[src/rtl/afu_rd_req_split.sv]
// Splits one multi-CL burst read into single-CL reads, bounded by almost-full and read credits.
// Optional stall counters are built when RD_SPLIT_PERF_EN is defined.
module afu_rd_req_split #(
    parameter int unsigned MAX_OUTSTANDING = 64,
    parameter int unsigned CNT_W           = 7
) (
    input  logic             clk,
    input  logic             reset_n,
    input  logic             cor_tx_rd_valid,
    input  logic [57:0]      cor_tx_rd_addr,
    input  logic [5:0]       cor_tx_rd_len,
    output logic             cor_tx_rd_ready,
    input  logic             spl_tx_rd_almostfull,
    output logic             io_tx_rd_valid,
    output logic [57:0]      io_tx_rd_addr,
    output logic [5:0]       io_tx_rd_len,
    input  logic             io_rx_rd_valid,
    output logic [CNT_W-1:0] rd_outstanding,
    output logic             rd_idle,
    output logic             rd_err,
    output logic [31:0]      rd_stall_af_cnt,
    output logic [31:0]      rd_stall_cr_cnt
);

    localparam logic [CNT_W-1:0] MaxCnt = CNT_W'(MAX_OUTSTANDING);

    typedef enum logic [0:0] {StIdle, StIssue} state_e;

    state_e           state_q, state_d;
    logic [57:0]      cur_addr_q, cur_addr_d;
    logic [6:0]       remaining_q, remaining_d;
    logic [CNT_W-1:0] cnt_q, cnt_d;
    logic             err_q, err_d;
    logic             rsp_mask_q;
    logic             io_valid_q;
    logic [57:0]      io_addr_q;
    logic             idle_q;
    logic             has_credit;
    logic             fire;
    logic             rsp;

    always_comb begin
        has_credit  = cnt_q < MaxCnt;
        fire        = (state_q == StIssue) && !spl_tx_rd_almostfull && has_credit;
        // Responses landing right after reset belong to the abandoned traffic.
        rsp         = io_rx_rd_valid && !rsp_mask_q;
        state_d     = state_q;
        cur_addr_d  = cur_addr_q;
        remaining_d = remaining_q;
        cnt_d       = cnt_q;
        err_d       = err_q;

        case (state_q)
            StIdle: begin
                if (cor_tx_rd_valid) begin
                    cur_addr_d  = cor_tx_rd_addr;
                    remaining_d = (cor_tx_rd_len == 6'd0) ? 7'd64 : {1'b0, cor_tx_rd_len};
                    state_d     = StIssue;
                end
            end
            StIssue: begin
                if (fire) begin
                    cur_addr_d  = cur_addr_q + 58'd1;
                    remaining_d = remaining_q - 7'd1;
                    if (remaining_q == 7'd1) begin
                        state_d = StIdle;
                    end
                end
            end
            default: state_d = StIdle;
        endcase

        if (fire && !rsp) begin
            cnt_d = cnt_q + CNT_W'(1);
        end else if (rsp && !fire) begin
            if (cnt_q == '0) begin
                err_d = 1'b1;
            end else begin
                cnt_d = cnt_q - CNT_W'(1);
            end
        end
    end

    always_ff @(posedge clk) begin
        if (!reset_n) begin
            state_q     <= StIdle;
            cur_addr_q  <= '0;
            remaining_q <= '0;
            cnt_q       <= '0;
            err_q       <= 1'b0;
            rsp_mask_q  <= 1'b1;
            io_valid_q  <= 1'b0;
            io_addr_q   <= '0;
            idle_q      <= 1'b1;
        end else begin
            state_q     <= state_d;
            cur_addr_q  <= cur_addr_d;
            remaining_q <= remaining_d;
            cnt_q       <= cnt_d;
            err_q       <= err_d;
            rsp_mask_q  <= 1'b0;
            io_valid_q  <= fire;
            if (fire) begin
                io_addr_q <= cur_addr_q;
            end
            idle_q      <= (state_d == StIdle) && (cnt_d == '0);
        end
    end

`ifdef RD_SPLIT_PERF_EN
    logic [31:0] af_cnt_q;
    logic [31:0] cr_cnt_q;

    always_ff @(posedge clk) begin
        if (!reset_n) begin
            af_cnt_q <= '0;
            cr_cnt_q <= '0;
        end else if (state_q == StIssue) begin
            if (spl_tx_rd_almostfull) begin
                if (af_cnt_q != 32'hFFFF_FFFF) af_cnt_q <= af_cnt_q + 32'd1;
            end else if (!has_credit) begin
                if (cr_cnt_q != 32'hFFFF_FFFF) cr_cnt_q <= cr_cnt_q + 32'd1;
            end
        end
    end

    assign rd_stall_af_cnt = af_cnt_q;
    assign rd_stall_cr_cnt = cr_cnt_q;
`else
    assign rd_stall_af_cnt = 32'd0;
    assign rd_stall_cr_cnt = 32'd0;
`endif

    assign cor_tx_rd_ready = (state_q == StIdle);
    assign io_tx_rd_valid  = io_valid_q;
    assign io_tx_rd_addr   = io_addr_q;
    assign io_tx_rd_len    = 6'd1;
    assign rd_outstanding  = cnt_q;
    assign rd_idle         = idle_q;
    assign rd_err          = err_q;

endmodule

[config.mk]
export PLATFORM = sky130hd
export DESIGN_NAME = afu_rd_req_split
export DESIGN_NICKNAME = d
export VERILOG_FILES = /design/src/rtl/afu_rd_req_split.sv
export SDC_FILE = /design/constraint.sdc
export NUM_CORES = 1
export LEC_CHECK = 0
export CAP_MARGIN = 25
export CORE_UTILIZATION = 35
export CTS_BUF_LIST = sky130_fd_sc_hd__clkbuf_2
export DETAILED_ROUTE_END_ITERATION = 16
export PLACE_DENSITY = 0.69
export SLEW_MARGIN = 30
export SYNTH_ARGS = -nofsm -noshare
export SYNTH_HDL_FRONTEND = slang
export SYNTH_SLANG_ARGS = --single-unit
[constraint.sdc]
create_clock -name clk -period 2.9 [get_ports clk]
set_clock_uncertainty 0.15 [all_clocks]
set_input_delay 0.435 -clock clk [delete_from_list [all_inputs] [get_ports clk]]
set_output_delay 0.435 -clock clk [all_outputs]
set_load 0.03 [all_outputs]
==> results of run 1 <==
power by group through the flow:
stage	sequential [mW]	combinational (mW)	clock [mW]
2_1_floorplan	2.26	0.880	0
3_3_place_gp	2.20	1.34	0
3_5_place_dp	2.21	1.35	0
4_1_cts	2.17	1.36	1.30
5_1_grt	2.20	1.49	1.39
6_report	2.17	1.37	1.27
through the flow:
step                      area (sq um)  utilization [%]  instances  setup WS, ns
after floorplan                   7770                -       1082         0.391
after global placement            9140             43.5       1405         0.134
after detailed placement          9140             43.5       1405         0.110
after CTS                         9400             44.7       1437         0.113
after global routing              9410             44.8       1437        0.0222
final                             9410             44.8       1437         0.168
worst max-delay path, stage by stage, from the launching register on:
cell	delay, ns
dfxtp_2	0.38
buf_4	0.23
inv_2	0.33
dlygate4sd2_1	0.46
registers in the layout, indices dropped and copies added (netlist names):
| name | count |
|---|---|
| state_q | 1 |
| rd_outstanding | 7 |
| io_tx_rd_addr | 58 |
| rd_idle | 1 |
| rsp_mask_q | 1 |
| rd_err | 1 |
| cur_addr_q | 58 |
| io_tx_rd_valid | 1 |
| remaining_q | 7 |
final timing paths:
path | from | end | slack, ns | cells past startpoint
setup / recovery | state_q | cor_tx_rd_ready | 0.17 | 3
hold / removal | cor_tx_rd_addr[34] | cur_addr_q[34] | 0.17 | 3
setup reg to reg | cur_addr_q[17] | cur_addr_q[56] | 0.28 | 6
hold reg to reg | io_tx_rd_addr[1] | io_tx_rd_addr[1] | 0.32 | 2
kinds of logic (layout without fill, tap and decap cells):
kind of cell	after synthesis	after routing	synth area share [%]
xor gates and xnor gates	1	1	0.117
buffers and inverters	158	238	11.6
muxes	10	10	1.35
adders and majority gates	6	6	0.999
and+or+nand+nor	422	422	27.1
AOI/OAI and AO/OA	280	280	22.8
DFF	135	135	36.0
other	2	70	0.0999
layer usage:
layer	vias to the layer above	share of wire [%]	wire length [um]	GRT usage [%]
met2	390	45	10500	32.3
met4	0	1.8	424	6.55
met3	44	8.6	1990	5.28
met1	3638	44	10200	28.6
met5	-	0	0	0
li1	3776	-	-	-
final cells by class:
class / count / area share, %
Multi-Input combinational cell: 789 / 44.8
Sequential cell: 135 / 28.7
Timing Repair Buffer: 191 / 19.4
Tap cell: 275 / 3.66
Clock inverter: 15 / 1.87
Clock buffer: 17 / 0.904
Inverter: 15 / 0.612
cells in the final DEF, fill, tap and decap left out, types with 6 or more instances in the layout:
master             n
conb_1            70
a211oi_1          11
ha_1               6
a21oi_1          117
o21ai_0           52
o22ai_1           12
a22oi_1            8
o221a_2            6
inv_1             13
and3_1            25
nand2_1          178
clkbuf_2          17
and4_1             7
a31oi_1           18
nor2b_1           13
nor4_1            15
nor3_1            22
mux2i_1            9
nand3_1           40
clkdlybuf4s50_1  136
nand4_1           24
and2_1             6
dfxtp_1          134
buf_4             50
nor2_1            61
or3_1              6
o211ai_1           8
==> qor.yml, run 1 <==
tightest_slew_ns: 0.653
die_w_um: 149
vias_per_cell: 5.46
fill_cells: 2144
nNetsFinal: 1224
pin_count: 208
final.setup.tns_ns: 0
drive_gt1_share_pct: 9.55
synth_commonest_cells: "nand2_1, dfxtp_1, a21oi_1"
setup_violations: 0
path_clk_slew_ns: 0.21
leakagePower_nw: 3.38
yosys.area.top_type_share_pct: 36.0
cts-resized-gates: 1
syn_inst: 1014
vias: 7848
chipHeight_um: 149
syn-cell-area_sq_um: 7510
cp.required_ns: 2.32
io_buffer_count: 137
fmax_mhz: 366
grt_max_degree: 68
multiInputGateArea_sq_um: 4220
cp.arrival_ns: 2.15
finalPower_mw: 4.80
cts_hold_buf: 0
cts_max_path_buffers: 2
drc: 0
coreArea_sq_um: 21000
start_util_pct: 35.7
cp-end-kind: "output port"
startpoint_type: "flip-flop"
drtAntennaViolNets: 0
drt_wl_total_um: 23100
clockRootBuffer: "clkbuf_2"
p_per_area_nw_per_um2: 511
rows: 53
num_antenna_cells: 0
whs_ns: 0.175
synthFlopType: "dfxtp_1"
seq_area_frac_synth_pct: 36.0
maxCapViolCount: 0
gr-usage-all-layers_pct: 21.0
dieArea_sq_um: 22100
clock_latency_ns: 0.75
crit_type: "flip-flop to output port"
clkPwrFrac_pct: 26.4
cts_sinks: 135
yosys_warnings: 0
switching_power_mw: 1.79
ir_worst_vdd_mv: 0.260
synth.top_cells.by_area: "dfxtp_1, nand2_1, a21oi_1, buf_4, o21ai_0"
seqCellArea_sq_um: 2700
path_max_fanout: 26
slew_violations: 0
async_flop_share_pct: 0
area_growth_pct: 25.2
grt_pass1_wl_um: 36500
routabilityCongestion: 0.870
antenna_found_initial: 0
synth-edff-count: 0
hold_viol_final: 0
swShare_pct: 37.4
min_period_ns: 2.73
synth.ff_latch_count: 135
dpl.hpwl_um: 16300
yosysMostFrequentCell: "nand2_1"
hold_class: "primary input to flip-flop"
fin_crit_sh_pct: 94.2
slew_headroom_pct: 56.5
synth_largest_area_cell: "dfxtp_1"
synth.avg_cell_area_sq_um: 7.41
yosysUniqueCellTypes: 66
combinationalPowerShare_pct: 28.4
post_cts_buffers: 0
first_pass_iters: 6
cts_buffers: 17
cts_max_level: 4
pwr-share-seq_pct: 45.2
status: "complete, no violations"
rsz0062_at_grt: "false"
grt_pass1_vias: 6973
grt-ovfl-total: 0
p_int_mw: 3.01
tritoncts: "done"
post_drt_wl_per_cell_um: 16.1
drt-initial-drc-count: 658
No activity file was read; power rests on OpenSTA's default activity.
==> run 2, diff against run 1 <==
--- a/config.mk
+++ b/config.mk
@@ -8,7 +8,9 @@
 export CAP_MARGIN = 25
 export CORE_UTILIZATION = 35
 export CTS_BUF_LIST = sky130_fd_sc_hd__clkbuf_2
+export CTS_CLUSTER_SIZE = 30
 export DETAILED_ROUTE_END_ITERATION = 16
+export GPL_ROUTABILITY_DRIVEN = 0
 export PLACE_DENSITY = 0.69
 export SLEW_MARGIN = 30
 export SYNTH_ARGS = -nofsm -noshare
==> constraint.sdc (replaced) <==
create_clock -name clk -period 3.04 [get_ports clk]
set_clock_uncertainty 0.15 [all_clocks]
set_input_delay 0.456 -clock clk [delete_from_list [all_inputs] [get_ports clk]]
set_output_delay 0.456 -clock clk [all_outputs]
set_load 0.03 [all_outputs]
==> qor.yml, run 2 (same netlist as run 1, synthesis figures left out) <==
hold_viol_final: 0
cts-resized-gates: 0
ir_worst_vdd_mv: 0.315
final_common_cell: "nand2_1"
rr_startpoint: "cur_addr_q[0]"
cts_buffers: 17
fmax_mhz: 368
cts_hold_buf: 0
post_cts_buffers: 0
r2r_cells: 7
tritoncts: "done"
cp-startpoint: "cur_addr_q[0]"
rsz0062_at_grt: "false"
path_clk_slew_ns: 0.22
min_period_ns: 2.72
rrSetupSlack_ns: 0.32
grt_max_degree: 64
nNetsFinal: 1208
tightest_slew_ns: 0.631
final.setup.tns_ns: 0
crit_type: "flip-flop to flip-flop"
cp-end-kind: "flip-flop"
startpoint_type: "flip-flop"
cts_max_level: 4
gr-usage-all-layers_pct: 20.9
p_per_area_nw_per_um2: 487
vias: 7690
drive_gt1_share_pct: 8.12
crit_end: "cur_addr_q[56]"
final_area_sq_um: 9280
start_util_pct: 35.7
status: "complete, no violations"
cp.arrival_ns: 3.24
post_drt_wl_per_cell_um: 16.3
die_w_um: 149
layout_common_cells: "nand2_1, clkdlybuf4s50_1, dfxtp_1"
drt-initial-drc-count: 636
maxCapViolCount: 0
slew_violations: 0
slew_headroom_pct: 57.9
drt_wl_total_um: 23100
clock_latency_ns: 0.74
routed.top_layer: "met4"
fin_crit_sh_pct: 89.3
grt_pass1_wl_um: 36400
route.met3.wl_um: 1900
cts_sinks: 135
cts_max_path_buffers: 2
chipHeight_um: 149
first_pass_iters: 5
regToRegEndpoint: "cur_addr_q[56]"
clockRootBuffer: "clkbuf_2"
placed_area_sq_um: 9020
fill_cells: 2183
finalPower_mw: 4.52
drc: 0
path_max_fanout: 6
grt-ovfl-total: 0
cp.required_ns: 3.57
final_core_util_pct: 44.2
coreArea_sq_um: 21000
setup_violations: 0
rows: 53
io_buffer_count: 137
dpl.hpwl_um: 16100
antenna_found_initial: 1
pin_count: 208
vias_per_cell: 5.41
dieArea_sq_um: 22100
wl_met1_um: 10300
grt_pass1_vias: 6929
drtAntennaViolNets: 0
area_growth_pct: 23.5
hold_class: "primary input to flip-flop"
leakagePower_nw: 3.29
wl_met2_um: 10600
-- run 2: changes by cell type in the layout (fill, tap and decap cells not counted), moves of 2 or more --
cell	delta
clkinv_4	-2
clkinvlp_4	+2
inv_6	-2
clkinv_1	+2
buf_4	-16
-- run 2: layer usage --
metal  vias to the layer above  track usage (%)
met5                         -                0
met4                         0             6.91
met3                        30             4.66
met2                       340             33.1
met1                      3577             28.0
li1                       3743                -
-- run 2: area by class of cell --
| cell class | instances | area (sq um) | area share [%] |
|---|---|---|---|
| clock inverter | 14 | 159 | 1.71 |
| timing repair buffer | 175 | 1710 | 18.4 |
| inverter | 15 | 57.6 | 0.620 |
| tap | 275 | 344 | 3.71 |
| multi-input combinational | 789 | 4220 | 45.4 |
| sequential | 135 | 2700 | 29.1 |
| antenna | 1 | 2.50 | 0.0270 |
| clock buffer | 18 | 90.1 | 0.971 |
-- run 2: worst min-delay path by stage --
| stage | startpoint | end | depth (start not counted) |
|---|---|---|---|
| 2_1_floorplan | cur_addr_q[19] | io_tx_rd_addr[19] | 2 |
| 5_1_grt | cor_tx_rd_addr[34] | cur_addr_q[34] | 3 |
| 3_5_place_dp | io_tx_rd_addr[5] | io_tx_rd_addr[5] | 2 |
| 3_3_place_gp | io_tx_rd_addr[6] | io_tx_rd_addr[6] | 2 |
| 4_1_cts | cor_tx_rd_addr[34] | cur_addr_q[34] | 3 |
| 6_report | cor_tx_rd_addr[34] | cur_addr_q[34] | 3 |
-- run 2: per-stage QoR --
stage	std cells	worst slack (ns)	hold slack [ns]
4_1_cts	1421	0.145	0.153
2_1_floorplan	1082	0.531	0.295
3_5_place_dp	1389	0.212	0.298
6_report	1422	0.325	0.190
3_3_place_gp	1389	0.248	0.294
5_1_grt	1422	0.00591	0.157
-- run 2: report_power, final --
part	total [mW]	internal [mW]	switching [mW]	leakage (nW)
Combinational	1.28	0.493	0.790	2.05
Clock	1.15	0.450	0.703	0.137
Sequential	2.08	1.90	0.176	1.10
Total	4.52	2.85	1.67	3.29
-- run 2: critical path, cell delays in order, from the launching register on --
cell	delay (ns)
dfxtp_1	0.47
ha_1	0.24
nand4_1	0.17
nor4_2	0.29
nand4_1	0.23
or4_4	0.47
or4_1	0.47
a31oi_1	0.16
